File: src/rtl/chip_test_pkg.sv
// Shared types and default sizing for the chip-checker front end and tester mux.
package chip_test_pkg;

    localparam int unsigned CHIP_SEL_W     = 3;
    localparam int unsigned CHIP_NUM_SLOTS = 8;

    typedef enum logic [1:0] {
        IDLE,
        LAUNCH,
        WAIT,
        SHOW
    } ctrl_state_t;

endpackage

File: src/rtl/chip_test_ctrl_if.sv
// Start/select/run/result bundle between the test sequencer and the tester slots.
interface chip_test_ctrl_if
    import chip_test_pkg::*;
#(
    parameter int unsigned NUM_CHIPS = CHIP_NUM_SLOTS,
    parameter int unsigned SEL_W     = CHIP_SEL_W
);

    logic                 Start;
    logic                 Clear;
    logic [SEL_W-1:0]     Sel;
    logic [NUM_CHIPS-1:0] Run;
    logic [NUM_CHIPS-1:0] Done;
    logic [NUM_CHIPS-1:0] RSLT;
    logic                 DISP_RSLT;
    logic                 Busy;
    logic                 Pass;
    logic                 Fail;
    logic                 Timeout;
    logic [SEL_W-1:0]     Slot;

    modport master (
        input  Start, Clear, Sel, Done, RSLT,
        output Run, DISP_RSLT, Busy, Pass, Fail, Timeout, Slot
    );

    modport slave (
        output Start, Clear, Sel, Done, RSLT,
        input  Run, DISP_RSLT, Busy, Pass, Fail, Timeout, Slot
    );

endinterface

File: src/rtl/start_debounce.sv
// Start button synchroniser plus stable-level debouncer.
// Only built with CHIP_TEST_CTRL_DEBOUNCE_EN defined.
`ifdef CHIP_TEST_CTRL_DEBOUNCE_EN
module start_debounce #(
    parameter int unsigned DEBOUNCE_CYC = 250_000
) (
    input  logic Clk,
    input  logic Reset,
    input  logic start_raw,
    output logic start_level
);

    localparam int unsigned   CntW    = (DEBOUNCE_CYC > 1) ? $clog2(DEBOUNCE_CYC) : 1;
    localparam logic [CntW-1:0] CntLast = CntW'(DEBOUNCE_CYC - 1);

    logic [1:0]      sync_q;
    logic            level_q;
    logic [CntW-1:0] cnt_q;

    // Level flips only after DEBOUNCE_CYC consecutive samples of the opposite value.
    always_ff @(posedge Clk) begin
        if (Reset) begin
            sync_q  <= '0;
            level_q <= 1'b0;
            cnt_q   <= '0;
        end else begin
            sync_q <= {sync_q[0], start_raw};
            if (sync_q[1] == level_q) begin
                cnt_q <= '0;
            end else if (cnt_q == CntLast) begin
                level_q <= sync_q[1];
                cnt_q   <= '0;
            end else begin
                cnt_q <= cnt_q + 1'b1;
            end
        end
    end

    assign start_level = level_q;

endmodule
`endif

File: src/rtl/chip_test_ctrl.sv
// Start-to-result sequencer for the chip-checker tester slots.
// Define CHIP_TEST_CTRL_DEBOUNCE_EN to synchronise and debounce the Start button.
module chip_test_ctrl
    import chip_test_pkg::*;
#(
    parameter int unsigned NUM_CHIPS    = CHIP_NUM_SLOTS,
    parameter int unsigned SEL_W        = CHIP_SEL_W,
    parameter int unsigned TIMEOUT_CYC  = 1_000_000,
    parameter int unsigned DEBOUNCE_CYC = 250_000
) (
    input  logic             Clk,
    input  logic             Reset,
    chip_test_ctrl_if.master bus
);

    localparam int unsigned     CntW    = (TIMEOUT_CYC > 1) ? $clog2(TIMEOUT_CYC) : 1;
    localparam logic [CntW-1:0] CntLast = CntW'(TIMEOUT_CYC - 1);

    ctrl_state_t          state_q, state_d;
    logic [CntW-1:0]      cnt_q, cnt_d;
    logic [SEL_W-1:0]     slot_q, slot_d;
    logic                 pass_q, pass_d;
    logic                 fail_q, fail_d;
    logic                 timeout_q, timeout_d;
    logic                 start_q;
    logic                 start_level;
    logic                 start_edge;
    logic                 sel_ok;
    logic [NUM_CHIPS-1:0] run;
    logic                 busy;
    logic                 disp;

`ifdef CHIP_TEST_CTRL_DEBOUNCE_EN
    start_debounce #(
        .DEBOUNCE_CYC (DEBOUNCE_CYC)
    ) u_start_debounce (
        .Clk         (Clk),
        .Reset       (Reset),
        .start_raw   (bus.Start),
        .start_level (start_level)
    );
`else
    logic unused_debounce_cyc;
    assign unused_debounce_cyc = ^DEBOUNCE_CYC;
    assign start_level         = bus.Start;
`endif

    assign start_edge = start_level & ~start_q;
    assign sel_ok     = 32'(bus.Sel) < NUM_CHIPS;

    always_ff @(posedge Clk) begin
        if (Reset) begin
            state_q   <= IDLE;
            cnt_q     <= '0;
            slot_q    <= '0;
            pass_q    <= 1'b0;
            fail_q    <= 1'b0;
            timeout_q <= 1'b0;
            start_q   <= 1'b0;
        end else begin
            state_q   <= state_d;
            cnt_q     <= cnt_d;
            slot_q    <= slot_d;
            pass_q    <= pass_d;
            fail_q    <= fail_d;
            timeout_q <= timeout_d;
            start_q   <= start_level;
        end
    end

    always_comb begin
        state_d   = state_q;
        cnt_d     = cnt_q;
        slot_d    = slot_q;
        pass_d    = pass_q;
        fail_d    = fail_q;
        timeout_d = timeout_q;
        run       = '0;
        busy      = 1'b0;
        disp      = 1'b0;

        unique case (state_q)
            IDLE: begin
                if (start_edge) begin
                    if (sel_ok) begin
                        state_d = LAUNCH;
                        slot_d  = bus.Sel;
                    end else begin
                        pass_d = 1'b0;
                        fail_d = 1'b1;
                    end
                end else if (bus.Clear) begin
                    pass_d    = 1'b0;
                    fail_d    = 1'b0;
                    timeout_d = 1'b0;
                end
            end
            LAUNCH: begin
                run[slot_q] = 1'b1;
                busy        = 1'b1;
                pass_d      = 1'b0;
                fail_d      = 1'b0;
                timeout_d   = 1'b0;
                cnt_d       = '0;
                state_d     = WAIT;
            end
            WAIT: begin
                busy  = 1'b1;
                cnt_d = (cnt_q == '1) ? cnt_q : cnt_q + 1'b1;
                // Done is checked first so it wins over a coincident terminal count.
                if (bus.Done[slot_q]) begin
                    pass_d  = bus.RSLT[slot_q];
                    fail_d  = ~bus.RSLT[slot_q];
                    state_d = SHOW;
                end else if (cnt_q == CntLast) begin
                    timeout_d = 1'b1;
                    fail_d    = 1'b1;
                    state_d   = SHOW;
                end
            end
            SHOW: begin
                disp = 1'b1;
                if (start_edge) begin
                    if (sel_ok) begin
                        state_d = LAUNCH;
                        slot_d  = bus.Sel;
                    end else begin
                        // Retest on an empty slot: report it like a bad select from IDLE.
                        state_d   = IDLE;
                        pass_d    = 1'b0;
                        fail_d    = 1'b1;
                        timeout_d = 1'b0;
                    end
                end else if (bus.Clear) begin
                    state_d   = IDLE;
                    pass_d    = 1'b0;
                    fail_d    = 1'b0;
                    timeout_d = 1'b0;
                end
            end
            default: state_d = IDLE;
        endcase
    end

    assign bus.Run       = run;
    assign bus.Busy      = busy;
    assign bus.DISP_RSLT = disp;
    assign bus.Pass      = pass_q;
    assign bus.Fail      = fail_q;
    assign bus.Timeout   = timeout_q;
    assign bus.Slot      = slot_q;

endmodule

File: src/flat_wrapper.sv
// flat-port wrapper written by rule: the top's interface ports become plain ports
module chip_test_ctrl_flat import chip_test_pkg::*;
#(
    parameter int unsigned NUM_CHIPS    = CHIP_NUM_SLOTS,
    parameter int unsigned SEL_W        = CHIP_SEL_W,
    parameter int unsigned TIMEOUT_CYC  = 1_000_000,
    parameter int unsigned DEBOUNCE_CYC = 250_000
)
  (Clk, Reset, bus_Start, bus_Clear, bus_Sel, bus_Done, bus_RSLT, bus_Run, bus_DISP_RSLT, bus_Busy, bus_Pass, bus_Fail, bus_Timeout, bus_Slot);
  chip_test_ctrl_if #(.NUM_CHIPS(NUM_CHIPS), .SEL_W(SEL_W)) bus_i ();
  input  logic Clk;
  input  logic Reset;
  input wire logic [$bits(bus_i.Start)-1:0] bus_Start;
  input wire logic [$bits(bus_i.Clear)-1:0] bus_Clear;
  input wire logic [$bits(bus_i.Sel)-1:0] bus_Sel;
  input wire logic [$bits(bus_i.Done)-1:0] bus_Done;
  input wire logic [$bits(bus_i.RSLT)-1:0] bus_RSLT;
  output wire logic [$bits(bus_i.Run)-1:0] bus_Run;
  output wire logic [$bits(bus_i.DISP_RSLT)-1:0] bus_DISP_RSLT;
  output wire logic [$bits(bus_i.Busy)-1:0] bus_Busy;
  output wire logic [$bits(bus_i.Pass)-1:0] bus_Pass;
  output wire logic [$bits(bus_i.Fail)-1:0] bus_Fail;
  output wire logic [$bits(bus_i.Timeout)-1:0] bus_Timeout;
  output wire logic [$bits(bus_i.Slot)-1:0] bus_Slot;
  assign bus_i.Start = bus_Start;
  assign bus_i.Clear = bus_Clear;
  assign bus_i.Sel = bus_Sel;
  assign bus_i.Done = bus_Done;
  assign bus_i.RSLT = bus_RSLT;
  assign bus_Run = bus_i.Run;
  assign bus_DISP_RSLT = bus_i.DISP_RSLT;
  assign bus_Busy = bus_i.Busy;
  assign bus_Pass = bus_i.Pass;
  assign bus_Fail = bus_i.Fail;
  assign bus_Timeout = bus_i.Timeout;
  assign bus_Slot = bus_i.Slot;
  chip_test_ctrl #(.NUM_CHIPS(NUM_CHIPS), .SEL_W(SEL_W), .TIMEOUT_CYC(TIMEOUT_CYC), .DEBOUNCE_CYC(DEBOUNCE_CYC)) u_core (.Clk(Clk), .Reset(Reset), .bus(bus_i));
endmodule
File: config.mk
export PLATFORM = sky130hd
export DESIGN_NAME = chip_test_ctrl_flat
export DESIGN_NICKNAME = d
export VERILOG_FILES = /design/src/rtl/chip_test_pkg.sv /design/src/rtl/chip_test_ctrl_if.sv /design/src/rtl/start_debounce.sv /design/src/rtl/chip_test_ctrl.sv /design/src/flat_wrapper.sv
export SDC_FILE = /design/constraint.sdc
export NUM_CORES = 1
export LEC_CHECK = 0
export BUFFER_PORTS_ARGS = -buffer_cell sky130_fd_sc_hd__buf_2
export CORE_AREA = 4 4 87 81
export CTS_CLUSTER_SIZE = 40
export DETAILED_ROUTE_END_ITERATION = 12
export DIE_AREA = 0 0 91 85
export SYNTH_ARGS = -nofsm -noshare
export SYNTH_HDL_FRONTEND = slang
export SYNTH_SLANG_ARGS = --single-unit
File: constraint.sdc
create_clock -name Clk -period 2 [get_ports Clk]
set_input_delay 0.4 -clock Clk [delete_from_list [all_inputs] [get_ports Clk]]
set_output_delay 0.4 -clock Clk [all_outputs]
set_load 0.03 [all_outputs]
==> impl_metrics.ini <==
[outcome]
run_status = finished with violations
violations = setup timing

[global_route]
grtUsageTotal_pct = 12.95
grt_overflow = 0
grt_pass1_wl_um = 8224
antenna_found_initial = 0
grt_max_degree = 19
grt_pass1_vias = 1774

[floorplanning]
io_pins = 39
start_util_pct = 29.57
rows = 27
die_h_um = 85
die-area_mm2 = 0.007735
die_x_um = 91
core_area_mm2 = 0.006081

[synthesis]
synthesis.nets = 250
seq_area_frac_synth_pct = 32.29
ys_types = 49
synthFlopType = dfxtp_1
syn_area_mm2 = 0.001798
ys_ff_latch = 29
async_flop_share_pct = 0
synth_edf_count = 0
yosysWarnings = 0
synthCells = 221
syn_avg_cell_area_um2 = 8.136

[timing]
clock_skew_ns = 0.007274
max_freq_mhz = 468.3
finalHoldViolations = 0
period_needed_ns = 2.135
hold_ws_ns = 0.3453
finalMaxSlewViolations = 0
postLayoutSetupSlackWorst_ns = -0.1353
rsz0062_at_grt = yes
setup-violations-final = 3
finalCritPeriodShare_pct = 106.8
maxSlewHeadroom_pct = 68.39
worst_pin_slew_ns = 0.4698

[worst_setup_path]
endpoint_kind = flip-flop
cp_max_fo = 3
worst_setup_path_start_kind = flip-flop
critPathKind = flip-flop to flip-flop
cp.required_ns = 2.20
crit_arrival_ns = 2.33

[power]
p_leak_nw = 0.9826
powerDensity_mw_per_mm2 = 967.6
vdd_drop_max_v = 0.0006496
power_w = 0.002409

[clocking]
clock_latency_ns = 0.28
clk_pin_slew_ns = 0.07
cts_tree = built
htreeDepth = 2
numCtsBuffers = 5
clockRootBuffer = clkbuf_8
cts_buffer_depth = 2
postCtsHoldBufs = 0
numClockSinks = 29

[detailed_routing]
first_pass_iters = 4
vias_per_cell = 5.228
drt_first_iter_violations = 124
postRouteAntennaNets = 0
post_drt_wl_per_cell_um = 13.87
drc = 0
vias = 1903
routed_wl_um = 5049

[placed_design]
port-buffer-count = 38
gp_congestion = 0.7872
hpwl_um = 3853
post-place-ws_ns = -0.1304

[finish]
diodes = 0
syn2layout_area_growth_pct = 38.48
drive_gt1_share_pct = 36.64
fillCellCount = 622
fin_nets = 320

[flow_run]
cap_viol_max_count = 0

[hold_path]
worstHoldPathType = input port to flip-flop
## area by class of cell
cell class / count / area (µm²) / area share, %
clock buffer: 7 / 86.33 / 3.467
tap: 72 / 90.09 / 3.618
clock inverter: 1 / 30.03 / 1.206
inverter: 7 / 26.28 / 1.055
sequential: 29 / 590.6 / 23.72
multi-input combinational: 174 / 1197 / 48.09
timing repair buffer: 74 / 469.2 / 18.84
## flip-flops by register name, summed over array words and instances, names as in the netlist
register	count
u_core.bus.Fail	1
u_core.bus.Timeout	1
u_core.state_q	2
u_core.bus.Slot	3
u_core.cnt_q	20
u_core.start_q	1
u_core.bus.Pass	1
## per-stage QoR
step	cells	instance area, µm²	util, %	TNS (ns)
floorplan	221	1808	-	-0.05519
detailed placement	353	2291	37.67	-0.2136
global placement	353	2291	37.67	-0.1168
finish	364	2490	40.95	-0.1992
CTS	361	2411	39.65	-0.2123
global route	364	2490	40.95	-0.5180
## where the power goes
| part | leakage, nW | internal (W) | switching [W] |
|---|---|---|---|
| Combinational | 0.686 | 0.000473 | 0.000616 |
| Clock | 0.0585 | 0.000406 | 0.000233 |
| Sequential | 0.239 | 0.000625 | 0.0000567 |
| Total | 0.983 | 0.00150 | 0.000905 |
## cell usage after synthesis, types with 2 or more instances
| cell type | n | area [µm²] |
|---|---|---|
| dfxtp_1 | 29 | 580.6 |
| nand2_1 | 20 | 75.07 |
| nor2_1 | 20 | 75.07 |
| a21oi_1 | 18 | 90.09 |
| o21ai_0 | 11 | 55.05 |
| clkbuf_1 | 10 | 37.54 |
| nand3_1 | 10 | 50.05 |
| nand2b_1 | 9 | 56.30 |
| inv_1 | 7 | 26.28 |
| ha_1 | 6 | 75.07 |
| nor3_1 | 6 | 30.03 |
| or4_1 | 6 | 45.04 |
| nor4_1 | 5 | 31.28 |
| or3_1 | 5 | 31.28 |
| mux4_2 | 4 | 90.09 |
| and3_1 | 3 | 18.77 |
| and4_1 | 3 | 26.28 |
| mux2i_1 | 3 | 30.03 |
| nand3b_1 | 3 | 22.52 |
| nand4_1 | 3 | 18.77 |
| o31a_1 | 3 | 26.28 |
| o31ai_1 | 3 | 22.52 |
| a211o_1 | 2 | 17.52 |
| a32oi_1 | 2 | 17.52 |
| nor2b_1 | 2 | 12.51 |
| nor4b_1 | 2 | 17.52 |
| o211ai_1 | 2 | 15.01 |
| o311ai_0 | 2 | 17.52 |
| o32ai_1 | 2 | 17.52 |
## cell families (layout without fill, tap and decap cells)
family | after synthesis | count (layout) | share of synthesized area, %
compound gates | 57 | 57 | 21.37
xor+xnor | 2 | 2 | 0.9744
fa+ha+maj | 6 | 6 | 4.175
buf+inv | 18 | 89 | 3.828
flops | 29 | 29 | 32.29
mux | 8 | 8 | 7.307
simple gates | 101 | 101 | 30.06
## worst paths after layout
check / end / slack, ns / depth (start not counted) / start
worst min-delay path: u_core.bus.Slot[1]$_SDFFE_PP0P_ / 0.35 / 3 / bus_Sel[1]
worst max-delay path: u_core.state_q[0]$_SDFFE_PP0P_ / -0.14 / 5 / u_core.cnt_q[8]$_SDFFE_PP0P_
worst max register to register: u_core.state_q[0]$_SDFFE_PP0P_ / -0.14 / 5 / u_core.cnt_q[8]$_SDFFE_PP0P_
worst min register to register: u_core.bus.Pass$_SDFFE_PP0P_ / 0.47 / 2 / u_core.bus.Pass$_SDFFE_PP0P_
## placed cells by master, fill, tap and decap left out, types with 3 or more instances in the layout
master	Yosys	layout
a21oi_1	18	17
and3_1	3	3
and4_1	3	3
buf_2	1	36
buf_4	0	37
clkbuf_8	0	6
dfxtp_1	29	21
dfxtp_2	0	8
ha_1	6	5
inv_1	7	6
mux4_2	4	4
nand2_1	20	20
nand2b_1	9	9
nand3_1	10	10
nand3b_1	3	3
nand4_1	3	3
nor2_1	20	20
nor3_1	6	4
nor4_1	5	4
o21ai_0	11	11
o31a_1	3	3
o31ai_1	3	3
or3_1	5	5
or4_1	6	5
## worst max-delay path, stage by stage, from the launching register on
cell	delay, ns
dfxtp_2	0.32
or4_1	0.51
or4_4	0.50
o21a_4	0.22
a211o_1	0.26
a221oi_2	0.24
## metal layers
metal  global-route usage [%]  share of wire [%]  vias up  wire, µm
met5                        0                  0        -         0
li1                         -                  -      973         -
met2                    19.65                 47       35      2377
met3                    3.457                3.6        4       183
met4                    5.068               0.61        0        31
met1                    17.50                 49      891      2456
## what timing repair did
item / 4_1_cts / 5_1_grt
resized for setup: 1 / 17
endpoints found under the setup margin: 3 / 16
pin swaps: 0 / 2
buffers inserted: 0 / 3
(Power assumes the default switching activity.)
